===== config.mk =====
export PLATFORM = sky130hd
export DESIGN_NAME = seg7_scan_capture
export DESIGN_NICKNAME = d
export VERILOG_FILES = /design/src/rtl/seg7_scan_capture.sv
export SDC_FILE = /design/constraint.sdc
export NUM_CORES = 1
export LEC_CHECK = 0
export BUFFER_PORTS_ARGS = -buffer_cell sky130_fd_sc_hd__buf_2
export CAP_MARGIN = 20
export CORE_UTILIZATION = 50
export DETAILED_ROUTE_END_ITERATION = 7
export GPL_TIMING_DRIVEN = 0
export MAX_ROUTING_LAYER = met4
export PLACE_DENSITY = 0.84
export REMOVE_ABC_BUFFERS = 1
export SYNTH_ARGS = -nofsm -noshare
export SYNTH_HDL_FRONTEND = slang
export SYNTH_SLANG_ARGS = --single-unit

===== constraint.sdc =====
create_clock -name clk -period 2.2 [get_ports clk]
set_input_delay 0 -clock clk [delete_from_list [all_inputs] [get_ports clk]]
set_output_delay 0 -clock clk [all_outputs]
set_load 0.05 [all_outputs]

===== src/rtl/seg7_scan_capture.sv =====
// seg7_scan_capture: snoops a multiplexed active-low 7-segment bus.
// Each digit's dwell is debounced and decoded back to BCD. The digits are
// gathered into a full frame, which is then presented with a one-cycle
// valid strobe.
module seg7_scan_capture #(
  parameter int unsigned NDIGITS       = 4,
  parameter int unsigned STABLE_CYCLES = 4
) (
  input  logic                   clk,
  input  logic                   rst,
  input  logic [7:0]             seg_in,
  input  logic [NDIGITS-1:0]     an_in,
  output logic [4*NDIGITS-1:0]   bcd_out,
  output logic [NDIGITS-1:0]     blank_out,
  output logic                   frame_valid,
  output logic                   frame_err
);

  localparam int unsigned CW = $clog2(STABLE_CYCLES + 1);
  localparam logic [CW-1:0] CNT_MAX = CW'(STABLE_CYCLES);
  localparam logic [CW-1:0] CNT_PRE = CW'(STABLE_CYCLES - 1);

  // Sample register S and debounce state
  logic [NDIGITS-1:0]   an_q;
  logic [6:0]           seg_q;
  logic [CW-1:0]        cnt_q, cnt_d;

  // Frame assembly state
  logic [NDIGITS-1:0]   seen_q, seen_d;
  logic                 err_q, err_d;
  logic [4*NDIGITS-1:0] shadow_q, shadow_d;
  logic [NDIGITS-1:0]   shblank_q, shblank_d;

  // Registered outputs
  logic [4*NDIGITS-1:0] bcd_q, bcd_d;
  logic [NDIGITS-1:0]   blank_q, blank_d;
  logic                 fvalid_q, fvalid_d;
  logic                 ferr_q, ferr_d;

  // Decoded view of the incoming pattern
  logic [3:0]           dec_nib;
  logic                 dec_blank;
  logic                 dec_inv;

  logic                 in_onehot;
  logic                 same;
  logic                 capture;
  logic [NDIGITS-1:0]   cap_mask;
  logic                 frame_done;

  // The decimal point plays no part in capture or debounce.
  logic                 unused_dp;
  assign unused_dp = seg_in[7];

  // Inverse of the BCD->7-seg encoder (active low, abcdefg)
  always_comb begin
    dec_nib   = 4'hF;
    dec_blank = 1'b0;
    dec_inv   = 1'b0;
    unique case (seg_in[6:0])
      7'b0000001: dec_nib = 4'd0;
      7'b1001111: dec_nib = 4'd1;
      7'b0010010: dec_nib = 4'd2;
      7'b0000110: dec_nib = 4'd3;
      7'b1001100: dec_nib = 4'd4;
      7'b0100100: dec_nib = 4'd5;
      7'b0100000: dec_nib = 4'd6;
      7'b0001111: dec_nib = 4'd7;
      7'b0000000: dec_nib = 4'd8;
      7'b0000100: dec_nib = 4'd9;
      7'b1111111: begin
        dec_nib   = 4'd0;
        dec_blank = 1'b1;
      end
      default: begin
        dec_nib = 4'hF;
        dec_inv = 1'b1;
      end
    endcase
  end

  // Debounce: count consecutive identical valid samples, fire capture once per dwell.
  // The count covers the sample being taken on this edge. A fresh sample
  // therefore restarts the count at 1, and the STABLE_CYCLES-th identical
  // sample is the one that triggers the capture.
  always_comb begin
    in_onehot = $onehot(~an_in);
    same      = (an_in == an_q) && (seg_in[6:0] == seg_q);
    cnt_d     = '0;
    if (in_onehot) begin
      if (!same)                cnt_d = CW'(1);
      else if (cnt_q == CNT_MAX) cnt_d = CNT_MAX;
      else                      cnt_d = cnt_q + CW'(1);
    end
    capture  = in_onehot && same && (cnt_q == CNT_PRE);
    cap_mask = capture ? ~an_in : '0;
  end

  // Frame assembly: a capture on the completion edge belongs to the next frame
  always_comb begin
    frame_done = &seen_q;
    seen_d     = (frame_done ? '0 : seen_q) | cap_mask;
    err_d      = (frame_done ? 1'b0 : err_q) | (capture & dec_inv);
    shadow_d   = shadow_q;
    shblank_d  = shblank_q;
    for (int unsigned i = 0; i < NDIGITS; i++) begin
      if (cap_mask[i]) begin
        shadow_d[4*i +: 4] = dec_nib;
        shblank_d[i]       = dec_blank;
      end
    end
    bcd_d    = bcd_q;
    blank_d  = blank_q;
    ferr_d   = ferr_q;
    fvalid_d = frame_done;
    if (frame_done) begin
      bcd_d   = shadow_q;
      blank_d = shblank_q;
      ferr_d  = err_q;
    end
  end

  // State and output registers with synchronous reset
  always_ff @(posedge clk) begin
    if (rst) begin
      an_q      <= '0;
      seg_q     <= '0;
      cnt_q     <= '0;
      seen_q    <= '0;
      err_q     <= 1'b0;
      shadow_q  <= '0;
      shblank_q <= '0;
      bcd_q     <= '0;
      blank_q   <= '0;
      fvalid_q  <= 1'b0;
      ferr_q    <= 1'b0;
    end else begin
      an_q      <= an_in;
      seg_q     <= seg_in[6:0];
      cnt_q     <= cnt_d;
      seen_q    <= seen_d;
      err_q     <= err_d;
      shadow_q  <= shadow_d;
      shblank_q <= shblank_d;
      bcd_q     <= bcd_d;
      blank_q   <= blank_d;
      fvalid_q  <= fvalid_d;
      ferr_q    <= ferr_d;
    end
  end

  assign bcd_out     = bcd_q;
  assign blank_out   = blank_q;
  assign frame_valid = fvalid_q;
  assign frame_err   = ferr_q;

endmodule


# Word level (Yosys, flattened, before mapping)

Index checks and enable logic that the tools add are counted.

$add $sub $neg: 4
Bitwise logic cells: 6
Equality and inequality tests: 15
Mux-type cells: 8
Reductions and logical operators: 10

Operators with widths:

| cell                | count |
|---|---|
| $pmux 4 s10         | 1 |
| $eq 7x7->1 const B  | 3 |
| $eq 7x3->1 const B  | 2 |
| $eq 7x6->1 const B  | 2 |
| $reduce_or 11->1    | 1 |
| $mux 4              | 2 |
| $eq 7x1->1 const B  | 1 |
| $eq 7x4->1 const B  | 1 |
| $eq 7x5->1 const B  | 1 |
| $eq 7x7->1          | 1 |
| $logic_not 7->1     | 1 |
| $add 1x1->2         | 2 |
| $eq 4x4->1          | 1 |
| $mux 1              | 4 |
| $not 4->4           | 1 |
| $or 4x4->4          | 1 |
| $reduce_and 4->1    | 1 |
| $reduce_or 2->1     | 2 |
| $reduce_or 4->1     | 1 |
| $add 2x2->3         | 1 |
| $add 3x1->3 const B | 1 |
| $eq 3x1->1 const B  | 1 |
| $eq 3x2->1 const B  | 1 |
| $eq 3x3->1 const B  | 1 |
| 6 further kinds     | 9 |

Input bits: 14
Register bits: 61
Word-level logic and storage cells: 62

# Longest topological paths before layout

Gate-level depths: netlist (run 1).

Depth after elaboration: 8
Gate-level depth with buffers: 10

# Worst setup path before layout (run 1)

No wires, ideal clock.

Path kind: input -> register
From: in an_in[0]
To: reg shadow_q[13]
Buffers on the path: 1
Setup slack: -0.214 ns
Cell stages on the path: 10
Setup time: 0.138 ns
Data arrival time: 2.277 ns
Cells stage by stage: fa_1 > inv_1 > ha_1 > ha_1 > nor3b_1 > nand2_1 > or4_1 > clkbuf_2 > nor2_1 > a211oi_1

Cells in the longest elaborated chain, start to end: 7
Elaborated cells on any way between the ends: 9

RTL lines:

| item                                | RTL line | source |
|---|---|---|
| start, declared                     | 12       | `input logic [NDIGITS-1:0] an_in,` |
| $not 4->4                           | 87       | `in_onehot = $onehot(~an_in);` |
| $add 1x1->2 (not written as such)   | 87       |  |
| $add 2x2->3 (not written as such)   | 87       |  |
| $eq 3x1->1                          | 87       |  |
| $logic_and 1x1->1 (*) (2 in series) | 95       | `capture = in_onehot && same && (cnt_q == CNT_PRE);` |
| $mux 4 (*)                          | 96       | `cap_mask = capture ? ~an_in : '0;` |
| end signal, assigned                | 143      | `shadow_q <= shadow_d;` |
| end, declared                       | 31       | `logic [4*NDIGITS-1:0] shadow_q, shadow_d;` |

Mark *: on every way between the ends. The rest lies on a longest branch, timed or not.
A chain may end at the register's enable or synchronous reset.

# Final worst setup path (run 1)

From: in an_in[0]
To: reg shadow_q[12]

The elaborated chain is that of the path after synthesis.

==> results.toml, run 1 <==
[die]
start_util = 0.522
die_h_microns = 72.4
ios = 36
die_x_microns = 72.4
rows = 25
core_area_sq_um = 4750
die_area_sq_um = 5250

[clock_network]
cts_inserted_buffers = 9
cts_tree = "done"
root_buffer = "clkbuf_8"
clock_latency_ns = 0.34
cts.sinks = 61
clk_pin_slew_worst_paths_ns = 0.07
htree_levels = 3
clockBufferDepth = 2

[flow_run]
cap_viol_max_count = 0

[pwr]
p_seq_frac = 0.464
p_int_uw = 1860
total_power_uw = 2420
combPwrFrac = 0.074
switching_share = 0.231
peakVddDrop_mv = 0.422
p_switching_uw = 559
p_clk_frac = 0.462
p_per_area_nw_per_um2 = 774
p_leak_uw = 0.00115

[drt]
drc_errors = 0
wl_per_cell_microns = 13.2
firstDrtPassIters = 5
routed_via_density = 5.31
drtAntennaViolNets = 0
drt-initial-drc-count = 203
vias = 2154
routed_wl_microns = 5370

[placed_design]
portBuffers = 34
place_area_sq_um = 2650
place_ws_ns = -0.844
hpwl_microns = 3320
gp_congestion = 0.809

[critical_path]
crit-reg2reg-capture = "shblank_q[2]"
cp-endpoint = "shadow_q[12]"
critPathRequiredTime_ns = 2.44
r2r_start = "an_q[2]"
cp_max_fo = 6
worstPathArrival_ns = 2.39
cp-end-kind = "flop"
r2r_cells = 5
cp-startpoint = "an_in[0]"
crit_type = "in2reg"
r2r_slack_ns = 0.10
start_kind = "primary input"

[cells_and_area]
design_area_sq_um = 3120
multi_input_area_sq_um = 1250
diodes = 0
final_nets = 354
seq_area_sq_um = 1220
syn_to_final_growth_pct = 25.8
n_fill_cell = 446
drive_gt1_frac = 0.206

[global_routing]
grt-ovfl-total = 0
grt_pass1_vias = 1919
grt_pass1_wl_microns = 8350
antenna_found_initial = 0
grt_max_degree = 62
grt_usage = 0.216

[synth]
yosys_most_used_dff = "dfxtp_1"
syn_area_sq_um = 2480
synth_edf_count = 0
synth_top_family_by_area = "simple AND/OR/NAND/NOR gates"
yosysWarnings = 0
synth_compound_area_frac = 0.149
ys_top_cells_by_area = "dfxtp_1 (49%), nand2_1 (8.0%), a21oi_1 (6.9%)"
synth_xor_area_frac = 0.0459
ys_seq_elements = 61
yosysSeqAreaShare = 0.492
yosysTopAreaCellShare = 0.492
synthCells = 293
yosysMostFrequentCell = "dfxtp_1"
synth-async-reset-ratio = 0
synth_simple_gate_area_frac = 0.231
ys_types = 35
yosysTopAreaCell = "dfxtp_1"
synthTopCellsByCount = "dfxtp_1 (61), nand2_1 (53), a21oi_1 (34), nor2_1 (33), a211oi_1 (16)"
synthAdderAreaFrac = 0.0333
synth.avg_cell_area_sq_um = 8.47
synthMuxAreaShare = 0

[timing]
period_minus_slack_ns = 2.14
maxSlewViolCount = 0
setup_viol = 0
hold_violations = 0
max_freq_ghz = 0.467
final.period_utilization = 0.974
whs_ns = 0.0274
timing.final.ws_setup_ns = 0.0582
skew_ns = 0.00640
worst_pin_slew_ns = 1.05
setup_tns_ns = 0
max_slew_margin = 0.299

[run_status]
outcome = "finished clean"

[hold_path]
hold_class = "in2reg"
-- power by group through the flow --
| stage | registers [uW] | clock network, uW | logic (uW) |
|---|---|---|---|
| 6_report | 1120 | 1120 | 178 |
| 2_1_floorplan | 1150 | 0 | 72.2 |
| 4_1_cts | 1120 | 1120 | 157 |
| 5_1_grt | 1120 | 1170 | 195 |
| 3_5_place_dp | 1150 | 0 | 132 |
| 3_3_place_gp | 1150 | 0 | 129 |
-- worst min-delay path by stage --
stage                     cells after the start  endpoint  startpoint
after floorplan                               1   an_q[2]         rst
after global routing                          3  seg_q[2]   seg_in[2]
after CTS                                     3  seg_q[2]   seg_in[2]
after global placement                        2   an_q[1]    an_in[1]
final                                         3  seg_q[2]   seg_in[2]
after detailed placement                      2   an_q[1]    an_in[1]
-- flip-flops by register name, indices dropped and copies added (netlist names) --
name,flops
frame_err,1
bcd_out,16
blank_out,4
seen_q,4
an_q,4
err_q,1
cnt_q,3
shadow_q,16
frame_valid,1
seg_q,7
shblank_q,4
-- final cells by class --
| type | instances | area share |
|---|---|---|
| multi-input cells | 205 | 0.400 |
| clock inverters | 6 | 0.0277 |
| repair buffers | 49 | 0.100 |
| inverters | 8 | 0.00962 |
| flip-flops and latches | 61 | 0.391 |
| clock buffers | 10 | 0.0441 |
| well taps | 67 | 0.0269 |
-- placed cells by master (no fill, tap or decap), types with 2 or more instances in the layout --
master	n
buf_2	34
nor3_1	6
buf_4	5
nor4_4	2
nor2_4	4
xnor2_1	12
nand3b_1	4
dlygate4sd3_1	9
nand4_1	3
a211oi_1	14
nand2_1	53
a21oi_1	34
nand4b_1	2
o21ai_0	3
a211oi_2	2
clkinv_2	2
bufinv_16	2
nor2_1	29
inv_1	8
nor4_2	2
a41oi_1	2
dfxtp_1	61
nand3_1	4
nor2b_1	8
a2111oi_0	2
clkbuf_8	10
ha_1	4
-- repair_timing --
item	4_1_cts	5_1_grt
pin swaps	0	4
setup buffers	0	5
cloned	0	0
resized for setup	12	9
setup endpoints to repair	25	21
endpoints found under the hold margin	9	0
hold buffers	9	0
-- cells by family (layout without fill, tap and decap cells) --
group | after synthesis | in the layout
compound gates | 61 | 61
fa+ha+maj | 6 | 6
flops | 61 | 61
buf+inv | 27 | 73
simple gates | 125 | 125
xor+xnor | 13 | 13
-- worst max-delay path, cell delays in order --
cell,delay (ns)
buf_2,0.16
fa_1,0.55
inv_1,0.04
ha_1,0.20
ha_4,0.23
nor3b_4,0.21
buf_4,0.16
nand3b_1,0.13
nor4_4,0.26
buf_4,0.19
nor2_1,0.04
a211oi_1,0.21
-- through the flow --
stage / utilization / std cells
6_report: 0.657 / 406
5_1_grt: 0.657 / 406
4_1_cts: 0.635 / 400
3_5_place_dp: 0.556 / 375
3_3_place_gp: 0.556 / 375
2_1_floorplan: - / 274
-- layer usage --
| layer | GRT usage | vias to the layer above | share of wire |
|---|---|---|---|
| met1 | 0.253 | 987 | 0.44 |
| met5 | - | - | 0 |
| li1 | - | 1087 | - |
| met4 | 0.0959 | 0 | 0.019 |
| met3 | 0.0611 | 14 | 0.058 |
| met2 | 0.345 | 66 | 0.48 |
No activity file was read; power rests on OpenSTA's default activity.
==> run 2: changes to the inputs <==
--- a/config.mk
+++ b/config.mk
@@ -5,6 +5,7 @@
 export SDC_FILE = /design/constraint.sdc
 export NUM_CORES = 1
 export LEC_CHECK = 0
+export ABC_CLOCK_PERIOD_IN_PS = 1800
 export BUFFER_PORTS_ARGS = -buffer_cell sky130_fd_sc_hd__buf_2
 export CAP_MARGIN = 20
 export CORE_UTILIZATION = 50
==> constraint.sdc (replaced) <==
create_clock -name clk -period 1.8 [get_ports clk]
set_input_delay 0 -clock clk [delete_from_list [all_inputs] [get_ports clk]]
set_output_delay 0 -clock clk [all_outputs]
set_load 0.05 [all_outputs]
==> results.toml, run 2 (same netlist as run 1, synthesis figures left out) <==
[cells_and_area]
syn_to_final_growth_pct = 28.8
diodes = 0
final_nets = 355
n_fill_cell = 427
drive_gt1_frac = 0.226
multi_input_area_sq_um = 1310
mostFrequentLayoutCells = "dfxtp_1 (61), nand2_1 (52), a21oi_1 (33)"
final_common_cell = "dfxtp_1"
seq_area_sq_um = 1220

[timing]
rsz0062_at_grt = "true"
setup_viol = 23
max_freq_ghz = 0.491
final.period_utilization = 1.13
whs_ns = 0.00957
maxSlewViolCount = 0
worst_pin_slew_ns = 1.09
timing.final.ws_setup_ns = -0.235
max_slew_margin = 0.273
period_minus_slack_ns = 2.03
skew_ns = 0.00751
hold_violations = 0

[die]
start_util = 0.522
rows = 25
core_area_sq_um = 4750
die_area_sq_um = 5250
ios = 36
die_x_microns = 72.4
die_h_microns = 72.4

[placed_design]
gp_congestion = 0.809
place_ws_ns = -1.24
hpwl_microns = 3320
portBuffers = 34

[pwr]
peakVddDrop_mv = 0.636
total_power_uw = 2990
p_leak_uw = 0.00118
p_per_area_nw_per_um2 = 934

[drt]
routed_wl_microns = 5720
wl_per_cell_microns = 14.0
drtAntennaViolNets = 0
vias = 2224
firstDrtPassIters = 5
drt-initial-drc-count = 196
drc_errors = 0
routed_via_density = 5.46

[clock_network]
clk_pin_slew_worst_paths_ns = 0.07
cts.sinks = 61
cts_tree = "done"
clock_latency_ns = 0.34
clockBufferDepth = 2
htree_levels = 3
cts_inserted_buffers = 9
root_buffer = "clkbuf_8"

[critical_path]
worstPathArrival_ns = 2.28
cp-end-kind = "flop"
crit_type = "in2reg"
cp_max_fo = 6
start_kind = "primary input"
critPathRequiredTime_ns = 2.04

[global_routing]
grt_usage = 0.229
antenna_found_initial = 0
grt-ovfl-total = 0
grt_pass1_vias = 1900
grt_pass1_wl_microns = 8830
grt_max_degree = 62

[hold_path]
hold_class = "in2reg"

[run_status]
outcome = "complete, but fails checks"
violations = "negative setup slack"

[flow_run]
cap_viol_max_count = 0
## run 2: cell types whose count changed in the layout (fill, tap and decap cells not counted), moves of 2 or more
| cell | delta |
|---|---|
| buf_6 | +2 |
| buf_2 | -3 |
| o21ai_2 | +2 |
| o21ai_0 | -3 |
| nor4_4 | +2 |
| nor4_2 | -2 |
## run 2: metal layers
layer	up-vias	share of wire	global-route usage
li1	1095	-	-
met1	1050	0.44	0.276
met2	68	0.49	0.364
met3	11	0.048	0.0611
met4	0	0.016	0.0915
met5	-	0	-
## run 2: path summary, 6_finish.rpt
path         startpoint           end  slack, ns  cells past startpoint
min reg2reg  bcd_out[2]    bcd_out[2]       0.45                      2
max reg2reg    seg_q[0]  shadow_q[14]      -0.07                      5
max            an_in[0]   shadow_q[9]      -0.23                     12
min            an_in[3]  shadow_q[13]       0.01                      3
## run 2: power breakdown
group,switching (uW),internal (uW)
clock,561,814
sequential,7.13,1360
combinational,136,102
## run 2: area by class of cell
cell class / instances / area share
clock inverters: 6 / 0.0270
multi-input cells: 207 / 0.411
flip-flops and latches: 61 / 0.382
inverters: 8 / 0.00940
clock buffers: 10 / 0.0431
repair buffers: 48 / 0.101
well taps: 67 / 0.0262
## run 2: timing repair
| item | CTS | global route |
|---|---|---|
| buffers inserted | 1 | 5 |
| hold endpoints to repair | 9 | 0 |
| gates cloned | 2 | 0 |
| hold buffers | 8 | 0 |
| resized for setup | 34 | 8 |
| endpoints found under the setup margin | 25 | 28 |
| pin swaps | 8 | 1 |
## run 2: stage by stage
| step | utilization | TNS [ns] | cells | cell area (sq um) |
|---|---|---|---|---|
| after floorplan | - | -14.19 | 274 | 2390 |
| after global placement | 0.556 | -26.47 | 375 | 2650 |
| after detailed placement | 0.556 | -27.48 | 375 | 2650 |
| after CTS | 0.654 | -3.83 | 402 | 3110 |
| after global routing | 0.672 | -5.67 | 407 | 3200 |
| final | 0.672 | -4.24 | 407 | 3200 |
## run 2: critical path, stage by stage
cell	delay [ns]
buf_12	0.10
fa_1	0.52
inv_1	0.04
ha_2	0.17
ha_4	0.22
nor3b_4	0.23
buf_4	0.16
nand3_1	0.12
nor4_4	0.24
buf_4	0.19
nor2_1	0.04
a211oi_1	0.22
==> run 3: changes to the inputs <==
--- a/config.mk
+++ b/config.mk
@@ -13,7 +13,8 @@
 export GPL_TIMING_DRIVEN = 0
 export MAX_ROUTING_LAYER = met4
 export PLACE_DENSITY = 0.84
-export REMOVE_ABC_BUFFERS = 1
+export RECOVER_POWER = 50
+export SKIP_LAST_GASP = 1
 export SYNTH_ARGS = -nofsm -noshare
 export SYNTH_HDL_FRONTEND = slang
 export SYNTH_SLANG_ARGS = --single-unit
==> results.toml, run 3 (same netlist as run 1, synthesis figures left out) <==
[run_status]
outcome = "complete, but fails checks"
violations = "negative setup slack"

[cells_and_area]
diodes = 0
syn_to_final_growth_pct = 31.9
final_nets = 370
mostFrequentLayoutCells = "dfxtp_1 (61), nand2_1 (53), a21oi_1 (34)"
fin_cells = 422
finish.utilization = 0.688
drive_gt1_frac = 0.183
final_common_cell = "dfxtp_1"
design_area_sq_um = 3270

[drt]
routed_via_density = 5.52
firstDrtPassIters = 4
routed_wl_microns = 6490
drt-initial-drc-count = 189
vias = 2329
wl_per_cell_microns = 15.4
drc_errors = 0
drtAntennaViolNets = 0

[placed_design]
gp_congestion = 0.868
hpwl_microns = 3630
place_area_sq_um = 2760
portBuffers = 27
post-place-cells = 387

[die]
core_area_sq_um = 4750
start_util = 0.522
ios = 36
rows = 25
die_x_microns = 72.4
die_h_microns = 72.4
die_area_sq_um = 5250

[critical_path]
cp_max_fo = 5
start_kind = "primary input"
crit-reg2reg-capture = "shblank_q[2]"
cpPeakStageDelay_ns = 0.54
cp-end-kind = "flop"
r2r_start = "seg_q[0]"
cp-startpoint = "an_in[0]"
worstPathArrival_ns = 2.29
critPathRequiredTime_ns = 2.02
r2r_cells = 6
crit_chain = "buf_12, fa_1, inv_1, ha_2, ha_4, nor3b_4, nand2_1, or4_4, clkbuf_8, o21ai_4, a21oi_1"
crit_type = "in2reg"
cp_slowest_cell = "fa_1"
r2r_slack_ns = -0.20

[clock_network]
clock_latency_ns = 0.35
root_buffer = "clkbuf_8"
cts.sinks = 61
cts_tree = "done"
htree_levels = 3
cts_inserted_buffers = 9
clk_pin_slew_worst_paths_ns = 0.08
clockBufferDepth = 2

[global_routing]
grt_usage = 0.259
antenna_found_initial = 0
grt_pass1_wl_microns = 9720
grt-ovfl-total = 0
grt_max_degree = 13
grt_pass1_vias = 2069

[timing]
setup_tns_ns = -5.81
max_slew_margin = 0.597
hold_violations = 0
max_freq_ghz = 0.481
rsz0062_at_grt = "true"
worst_pin_slew_ns = 0.600
period_minus_slack_ns = 2.08
skew_ns = 0.00725
setup_viol = 26
maxSlewViolCount = 0
final.period_utilization = 1.15
timing.final.ws_setup_ns = -0.277

[flow_run]
cap_viol_max_count = 0

[synth]
syn-num-nets = 313

[hold_path]
hold_class = "in2reg"
min_from = "an_in[3]"
hold_depth = 3
hold_end = "shadow_q[13]"

[pwr]
p_leak_uw = 0.00114
total_power_uw = 2880
peakVddDrop_mv = 0.477
p_per_area_nw_per_um2 = 879
## run 3: power breakdown
group | internal, uW | switching (uW)
combinational | 122 | 157
sequential | 1360 | 7.10
clock | 642 | 583
total | 2130 | 747
## run 3: how the worst max path moves through the flow
stage	endpoint	slack, ns	depth (start not counted)
finish	shblank_q[2]	-0.28	11
global route	shadow_q[3]	-0.39	11
CTS	shadow_q[5]	-0.23	11
detailed placement	shadow_q[5]	-0.84	10
global placement	shadow_q[6]	-0.82	10
floorplan	err_q	-0.35	10
## run 3: through the flow
stage,hold slack (ns),setup slack (ns)
3_3_place_gp,0.268,-0.824
3_5_place_dp,0.276,-0.838
6_report,0.0324,-0.277
5_1_grt,0.0271,-0.392
2_1_floorplan,0.128,-0.347
4_1_cts,0.00450,-0.227
## run 3: worst max-delay path, delay by kind of cell
family / cells / cell delay, ns
simple gates: 3 / 0.77
compound gates: 2 / 0.23
buf+inv: 3 / 0.33
fa+ha+maj: 3 / 0.95
## run 3: timing repair
| action | in CTS | in global routing |
|---|---|---|
| endpoints found under the setup margin | 25 | 28 |
| setup buffers | 4 | 6 |
| pin swaps | 7 | 5 |
| hold endpoints to repair | 10 | 0 |
| hold buffers | 8 | 0 |
| gates resized for setup | 28 | 9 |
| gates cloned | 1 | 0 |
## run 3: area by class of cell
type / count / area (sq um)
Sequential cell: 61 / 1220
Buffer: 19 / 97.6
Timing Repair Buffer: 46 / 325
Fill cell: 370 / 1480
Clock buffer: 9 / 124
Tap cell: 67 / 83.8
Multi-Input combinational cell: 205 / 1320
Clock inverter: 7 / 75.1
Inverter: 8 / 30.0
## run 3: routing by layer
layer,GRT usage,routed length [microns]
met3,0.0958,364
met2,0.388,3140
met1,0.306,2770
met5,-,0
met4,0.126,212
